## config.mk

```make
export PLATFORM = sky130hd
export DESIGN_NAME = regfile_wr_arbiter
export DESIGN_NICKNAME = d
export VERILOG_FILES = /design/src/rtl/regfile_wr_arbiter.sv
export SDC_FILE = /design/constraint.sdc
export NUM_CORES = 1
export LEC_CHECK = 0
export CORE_MARGIN = 4
export CORE_UTILIZATION = 36
export DETAILED_ROUTE_END_ITERATION = 10
export PLACE_DENSITY_LB_ADDON = 0.05
export SYNTH_ARGS = -nofsm -noshare
export SYNTH_HDL_FRONTEND = slang
export SYNTH_SLANG_ARGS = --single-unit
```

## constraint.sdc

```tcl
create_clock -name clk -period 1.8 [get_ports clk]
set_input_delay 0.27 -clock clk [delete_from_list [all_inputs] [get_ports clk]]
set_output_delay 0.27 -clock clk [all_outputs]
set_load 0.05 [all_outputs]
```

## src/rtl/regfile_wr_arbiter.sv

```systemverilog
// Arbiter for the single register-file write port shared by the ALU path (req0) and the
// multi-cycle unit (req1). It uses round-robin arbitration with short, bounded locked bursts.
module regfile_wr_arbiter #(
  parameter int unsigned DATA_W   = 32,
  parameter int unsigned ADDR_W   = 5,
  parameter int unsigned MAX_LOCK = 4
) (
  input  logic              clk,
  input  logic              rst_n,
  input  logic              req0_valid,
  input  logic              req0_lock,
  input  logic [ADDR_W-1:0] req0_addr,
  input  logic [DATA_W-1:0] req0_data,
  output logic              req0_ready,
  input  logic              req1_valid,
  input  logic              req1_lock,
  input  logic [ADDR_W-1:0] req1_addr,
  input  logic [DATA_W-1:0] req1_data,
  output logic              req1_ready,
  output logic              wr_en,
  output logic              wr_sel,
  output logic [ADDR_W-1:0] wr_addr,
  output logic [DATA_W-1:0] wr_data
);

  localparam int unsigned      CntW   = (MAX_LOCK < 2) ? 1 : $clog2(MAX_LOCK + 1);
  localparam logic [CntW-1:0]  MaxCnt = CntW'(MAX_LOCK);
  localparam bit               LockOn = (MAX_LOCK > 1);

  typedef enum logic [1:0] {StIdle, StOwn0, StOwn1} state_e;

  state_e            state_q, state_d;
  logic [CntW-1:0]   cnt_q, cnt_d, cnt_inc;
  logic              rr_q, rr_d;
  logic              gnt0, gnt1, own0, own1, pref, accept;
  logic [ADDR_W-1:0] acc_addr;
  logic [DATA_W-1:0] acc_data;

  logic              wr_en_q, wr_sel_q;
  logic [ADDR_W-1:0] wr_addr_q;
  logic [DATA_W-1:0] wr_data_q;

  // The owner keeps the port only while it is still presenting a write.
  assign own0    = (state_q == StOwn0) && req0_valid;
  assign own1    = (state_q == StOwn1) && req1_valid;
  // A dropped owner hands preference to the other side in the same cycle.
  assign pref    = (state_q == StOwn0) ? 1'b1 : (state_q == StOwn1) ? 1'b0 : rr_q;
  assign cnt_inc = cnt_q + CntW'(1);

  always_comb begin
    gnt0    = 1'b0;
    gnt1    = 1'b0;
    state_d = state_q;
    cnt_d   = cnt_q;
    rr_d    = rr_q;
    if (own0 || own1) begin
      gnt0 = own0;
      gnt1 = own1;
      if ((own0 ? req0_lock : req1_lock) && (cnt_inc < MaxCnt)) begin
        cnt_d = cnt_inc;
      end else begin
        state_d = StIdle;
        cnt_d   = '0;
        rr_d    = own0;
      end
    end else begin
      state_d = StIdle;
      cnt_d   = '0;
      rr_d    = pref;
      if (req0_valid && (!req1_valid || !pref)) begin
        gnt0 = 1'b1;
        rr_d = 1'b1;
        if (req0_lock && LockOn) begin
          state_d = StOwn0;
          cnt_d   = CntW'(1);
        end
      end else if (req1_valid) begin
        gnt1 = 1'b1;
        rr_d = 1'b0;
        if (req1_lock && LockOn) begin
          state_d = StOwn1;
          cnt_d   = CntW'(1);
        end
      end
    end
  end

  assign accept   = gnt0 | gnt1;
  assign acc_addr = gnt1 ? req1_addr : req0_addr;
  assign acc_data = gnt1 ? req1_data : req0_data;

  always_ff @(posedge clk) begin
    if (!rst_n) begin
      state_q   <= StIdle;
      cnt_q     <= '0;
      rr_q      <= 1'b0;
      wr_en_q   <= 1'b0;
      wr_sel_q  <= 1'b0;
      wr_addr_q <= '0;
      wr_data_q <= '0;
    end else begin
      state_q <= state_d;
      cnt_q   <= cnt_d;
      rr_q    <= rr_d;
      // Writes to register 0 still complete the handshake but never reach the file.
      wr_en_q <= accept && (acc_addr != '0);
      if (accept) begin
        wr_sel_q  <= gnt1;
        wr_addr_q <= acc_addr;
        wr_data_q <= acc_data;
      end
    end
  end

  assign req0_ready = gnt0;
  assign req1_ready = gnt1;
  assign wr_en      = wr_en_q;
  assign wr_sel     = wr_sel_q;
  assign wr_addr    = wr_addr_q;
  assign wr_data    = wr_data_q;

endmodule
```

==> flow_summary.yaml, run 1 <==
setup_path:
  cp-start-kind: "register"
  startpoint: "wr_data[4]$_SDFFE_PN0P_"
  path_max_fanout: 2
  endpoint_kind: "primary output"
  worst_ep_arrival_time_ps: 1460
  rr_endpoint: "rr_q$_SDFFE_PN0P_"
  path_buf_inv: 1
  cp_cell_sequence: "clkdlybuf4s50_1"
  worstSetupPathDepth: 1
  worst_path_largest_cell_delay_ps: 810
  r2r_setup_slack_ps: 200
  crit_required_ps: 1530
  critical-path-top-delay-family: "buffers and inverters"
  rr_worst_depth: 4
  critPathKind: "register to primary output"
  r2r_start: "state_q[1]$_SDFFE_PN0P_"
  slowest_stage: "clkdlybuf4s50_1"
floorplan:
  die_x_um: 80.1
  fp.dieArea_um2: 6410
  rows: 25
  start_util_pct: 38.3
  fp.dieH_um: 80.1
  ios: 121
  coreArea_um2: 4880
yosys:
  synth_area_leaders: "dfxtp_1, nand2_1, a22oi_1"
  ys_ff_latch: 45
  yosys_warnings: 0
  yosysTopAreaCell: "dfxtp_1"
  synth_edf_count: 0
  synthCells: 219
  syn_area_per_cell_um2: 8.54
  seq_area_frac_synth_pct: 48.2
  ys_types: 32
  synthesis.nets: 300
  ys.flop_type: "dfxtp_1"
  yosys.area.top_type_share_pct: 48.2
  synthArstFlopShare_pct: 0
  synth_area_um2: 1870
timing:
  min_period_ps: 1730
  rsz0062_at_grt: "no"
  setup_tns_ps: 0
  finalCritPeriodShare_pct: 96.0
  maxSlewViolCount: 0
  setup_viol: 0
  relSlewSlack_pct: 64.7
  hold_viol: 0
  tightestPinTransition_ps: 529
  fin_skew_ps: 7.76
  clock.fmax_ghz: 0.579
final_layout:
  n_antenna_cell: 0
  final_cell_mix: "clkdlybuf4s50_1, nand2_1, dfxtp_1"
  nFillCells: 437
  fin_cells: 414
  drive_gt1_share_pct: 10.7
  fin_area_um2: 3310
  utilization_pct: 67.8
  areaGrowthSynthToFinish_pct: 77.1
  layout.nets: 427
  final_common_cell: "clkdlybuf4s50_1"
placement:
  io_buffers: 120
  dpl.cell_count: 406
  dp_hpwl_um: 4430
  place.gp.congestion: 0.815
  placed_cell_area_um2: 3220
hold_path:
  whs_path_depth: 2
  min_path_type: "register to register"
  hold_start: "wr_addr[1]$_SDFFE_PN0P_"
  min_to: "wr_addr[1]$_SDFFE_PN0P_"
routing:
  wl_per_cell_um: 13.9
  routed_via_density: 4.84
  finalWirelength_um: 5770
  first_pass_iters: 4
  drt_first_iter_violations: 64
  vias: 2004
  remaining_drc_errors: 0
  ant_nets: 0
clock_network:
  clkLatencyLatePin_ps: 300
  cts_tree: "built"
  path_clk_slew_ps: 80
  cts-root-buf: "clkbuf_8"
  post_cts_buffers: 0
  htree_num_levels: 2
  ctsLongestPathBuffers: 2
  cts_made_buffers: 5
  cts.sinks: 45
job:
  maxCapViolations: 0
grt:
  grt_pass1_vias: 1991
  antenna_found_initial: 0
  grt_overflow: 0
  grt_pass1_wl_um: 9180
  grt_max_degree: 33
  grt_use_total_pct: 18.2
pwr:
  pwr_density_cell_nw_per_um2: 780
  max-vdd-ir-drop_mv: 0.428
  leakagePower_uw: 0.00140
  report.power.total_uw: 2580
run_status:
  status: "finished, final reports clean"
## registers in the layout, summed over array words and instances, names as in the netlist
register and cells:
wr_en 1, wr_sel 1, state_q 2, wr_data 32, cnt_q 3, wr_addr 5, rr_q 1
## synth_stat cells (all sizes together) (2+ instances only)
master,number
o21ai,7
buf,11
and3,2
mux2i,2
or4,2
inv,4
dfxtp,45
clkbuf,3
nand2,82
a22oi,37
nand2b,2
a211o,3
nand3,3
## area by class of cell
| cell class | instances | area, µm² | area share, % |
|---|---|---|---|
| clock inverters | 3 | 21.3 | 0.642 |
| clock buffers | 5 | 68.8 | 2.08 |
| multi-input cells | 156 | 876 | 26.5 |
| inverters | 4 | 15.0 | 0.454 |
| well taps | 67 | 83.8 | 2.53 |
| flip-flops and latches | 45 | 902 | 27.2 |
| repair buffers | 134 | 1340 | 40.6 |
## report_power, final
group,total [µW],internal [µW],leakage (µW),switching (µW)
registers,1120,1080,0.000373,44.1
logic,827,371,0.000987,456
clock network,631,276,0.0000445,355
## per-layer routing
metal / GRT usage [%] / share of wire (%)
met2: 29.8 / 47
met3: 7.40 / 9.9
met1: 22.1 / 42
met4: 4.73 / 1.3
met5: 0 / 0
## stage by stage
stage,worst slack (ps),hold WS [ps]
6_report,71.8,437
5_1_grt,13.1,459
4_1_cts,55.9,442
3_5_place_dp,21.0,429
3_3_place_gp,29.3,422
2_1_floorplan,336,399
## worst max path at each step
stage	endpoint	slack, ps
floorplan	wr_addr[4]$_SDFFE_PN0P_	340
global placement	rr_q$_SDFFE_PN0P_	30
detailed placement	cnt_q[0]$_SDFF_PN0_	20
CTS	wr_data[19]	60
global route	wr_data[16]	10
finish	wr_data[4]	70
## logic make-up (layout without fill, tap and decap cells)
family                   count (synthesis)  after routing  share of synthesized area [%]
multiplexers                             2              2                           1.07
other                                    1              1                          0.201
XOR/XNOR                                 1              1                          0.469
adder cells (fa/ha/maj)                  2              2                           1.20
buffers and inverters                   18            146                           5.49
AO/OA/AOI/OAI                           55             55                           22.5
AND/OR/NAND/NOR                         95             95                           20.9
flip-flops                              45             45                           48.2
## timing repair
action                                  in CTS  in global routing
resized for setup                            0                  2
hold buffers                                 0                  0
endpoints found under the setup margin       0                  1
hold endpoints to repair                     0                  0
No activity file was read; power rests on OpenSTA's default activity.
==> run 2: changes to the inputs <==
--- a/config.mk
+++ b/config.mk
@@ -5,7 +5,7 @@
 export SDC_FILE = /design/constraint.sdc
 export NUM_CORES = 1
 export LEC_CHECK = 0
-export CORE_MARGIN = 4
+export CORE_MARGIN = 5
 export CORE_UTILIZATION = 36
 export DETAILED_ROUTE_END_ITERATION = 10
 export PLACE_DENSITY_LB_ADDON = 0.05
==> run 2 against run 1 <==
- die area grew 5.1%
- combinational power shrank 1%
- register-to-register slack gained 60 ps
- core utilization shrank 3.1 points
- maximum frequency is essentially flat
- clock skew grew 0.62 ps
- via count shrank 1.4%
- critical path type is now input port to primary output
- critical endpoint is now req0_ready
==> flow_summary.yaml, run 2 (synthesis results as in run 1) <==
routing:
  drt_first_iter_violations: 100
  first_pass_iters: 4
  wl_per_cell_um: 13.7
  routed_via_density: 4.75
  vias: 1975
  ant_nets: 0
  remaining_drc_errors: 0
  finalWirelength_um: 5710
final_layout:
  final_common_cell: "clkdlybuf4s50_1"
  largest_reg_flops: 32
  areaGrowthSynthToFinish_pct: 75.8
  n_antenna_cell: 0
  fin_area_um2: 3290
  drive_gt1_share_pct: 10.7
  final_cell_mix: "clkdlybuf4s50_1, nand2_1, dfxtp_1"
  layout.nets: 426
clock_network:
  cts_tree: "built"
  cts.sinks: 45
  ctsHoldBuffers: 0
  cts_made_buffers: 5
  htree_num_levels: 2
  cts-root-buf: "clkbuf_8"
  ctsLongestPathBuffers: 2
  path_clk_slew_ps: 90
  clkLatencyLatePin_ps: 300
timing:
  maxSlewViolCount: 0
  min_period_ps: 1730
  clock.fmax_ghz: 0.579
  setup_tns_ps: 0
  finalCritPeriodShare_pct: 96.0
  hold_viol: 0
  setup_viol: 0
  fin_skew_ps: 8.38
  rsz0062_at_grt: "no"
  tightestPinTransition_ps: 527
  relSlewSlack_pct: 64.8
pwr:
  leakagePower_uw: 0.00140
  pwr_density_cell_nw_per_um2: 789
  max-vdd-ir-drop_mv: 0.389
setup_path:
  endpoint_kind: "primary output"
  r2r_setup_slack_ps: 260
  worstSetupPathDepth: 5
  cp_cell_sequence: "clkdlybuf4s50_1 -> inv_2 -> buf_4 -> o31a_1 -> buf_4"
  worst_ep_arrival_time_ps: 1460
  crit_required_ps: 1530
  worst_path_largest_cell_delay_ps: 490
  cp-start-kind: "input port"
  rr_worst_depth: 4
  r2r_start: "state_q[1]$_SDFFE_PN0P_"
  slowest_stage: "clkdlybuf4s50_1"
  rr_endpoint: "cnt_q[0]$_SDFF_PN0_"
  critical-path-top-delay-family: "buffers and inverters"
  path_buf_inv: 4
  path_max_fanout: 2
  critPathKind: "input port to primary output"
  crit_top_cell: "buf_4"
floorplan:
  fp.dieH_um: 82.1
  rows: 26
  fp.dieArea_um2: 6730
  die_x_um: 82.1
  start_util_pct: 36.8
  coreArea_um2: 5070
  ios: 121
placement:
  dp_hpwl_um: 4400
  placed_cell_area_um2: 3180
  io_buffers: 120
  place.gp.congestion: 0.765
grt:
  antenna_found_initial: 0
  grt_overflow: 0
  grt_pass1_wl_um: 8710
  grt_pass1_vias: 1797
  grt_use_total_pct: 16.9
  grt_max_degree: 24
hold_path:
  whs_path_depth: 2
  min_to: "wr_data[13]$_SDFFE_PN0P_"
  min_path_type: "register to register"
  hold_start: "wr_data[13]$_SDFFE_PN0P_"
job:
  maxCapViolations: 0
run_status:
  status: "finished, final reports clean"
run 2: cell types whose count changed in the layout (fill, tap and decap cells not counted):
cell,before,now
buf_12,5,3
buf_4,19,21
clkbuf_8,5,6
clkdlybuf4s50_1,110,109
clkinv_4,0,1
clkinvlp_4,1,0
inv_6,1,0
run 2: layer usage:
metal	vias up	track usage [%]	share of wire, %
met4	0	4.49	1.1
met2	85	26.6	45
met1	875	20.9	42
met3	6	7.68	12
met5	-	0	0
li1	1009	-	-
run 2: how the worst max path moves through the flow:
stage	from	endpoint	slack [ps]
2_1_floorplan	req1_valid	wr_addr[4]$_SDFFE_PN0P_	340
3_3_place_gp	req1_valid	wr_addr[1]$_SDFFE_PN0P_	40
3_5_place_dp	req0_valid	rr_q$_SDFFE_PN0P_	5
4_1_cts	rr_q$_SDFFE_PN0P_	req1_ready	20
5_1_grt	wr_data[5]$_SDFFE_PN0P_	wr_data[5]	5
6_report	req1_valid	req0_ready	70
run 2: timing repair:
item	CTS	global route
gates resized for setup	0	2
setup buffers	0	0
setup endpoints to repair	0	1
run 2: report_power, final:
part | internal, µW | switching, µW | total (µW)
registers | 1080 | 44.6 | 1120
clock network | 311 | 339 | 650
logic | 363 | 455 | 818
total | 1750 | 838 | 2590
run 2: stage by stage:
step           setup slack [ps]  power, µW  hold slack, ps  instances  util, %
6_report                   71.6       2590             436        416     64.7
3_5_place_dp               4.89       1970             428        408     62.7
5_1_grt                    5.11       2720             451        416     64.7
2_1_floorplan               336       1580             399        219        -
4_1_cts                    24.5       2620             440        416     64.6
3_3_place_gp               36.6       1960             423        408     62.7
run 2: cell type report:
class / count / area, µm²
clock buffers: 6 / 82.6
clock inverters: 2 / 13.8
fillers: 470 / 1790
inverters: 4 / 15.0
multi-input cells: 156 / 876
flip-flops and latches: 45 / 902
well taps: 70 / 87.6
repair buffers: 133 / 1310
run 2: worst register-to-register path: stages (launching register included):
cell and delay [ps]:
dfxtp_1 460, nor2b_1 300, nand2_1 110, a211o_1 280, o311ai_0 280
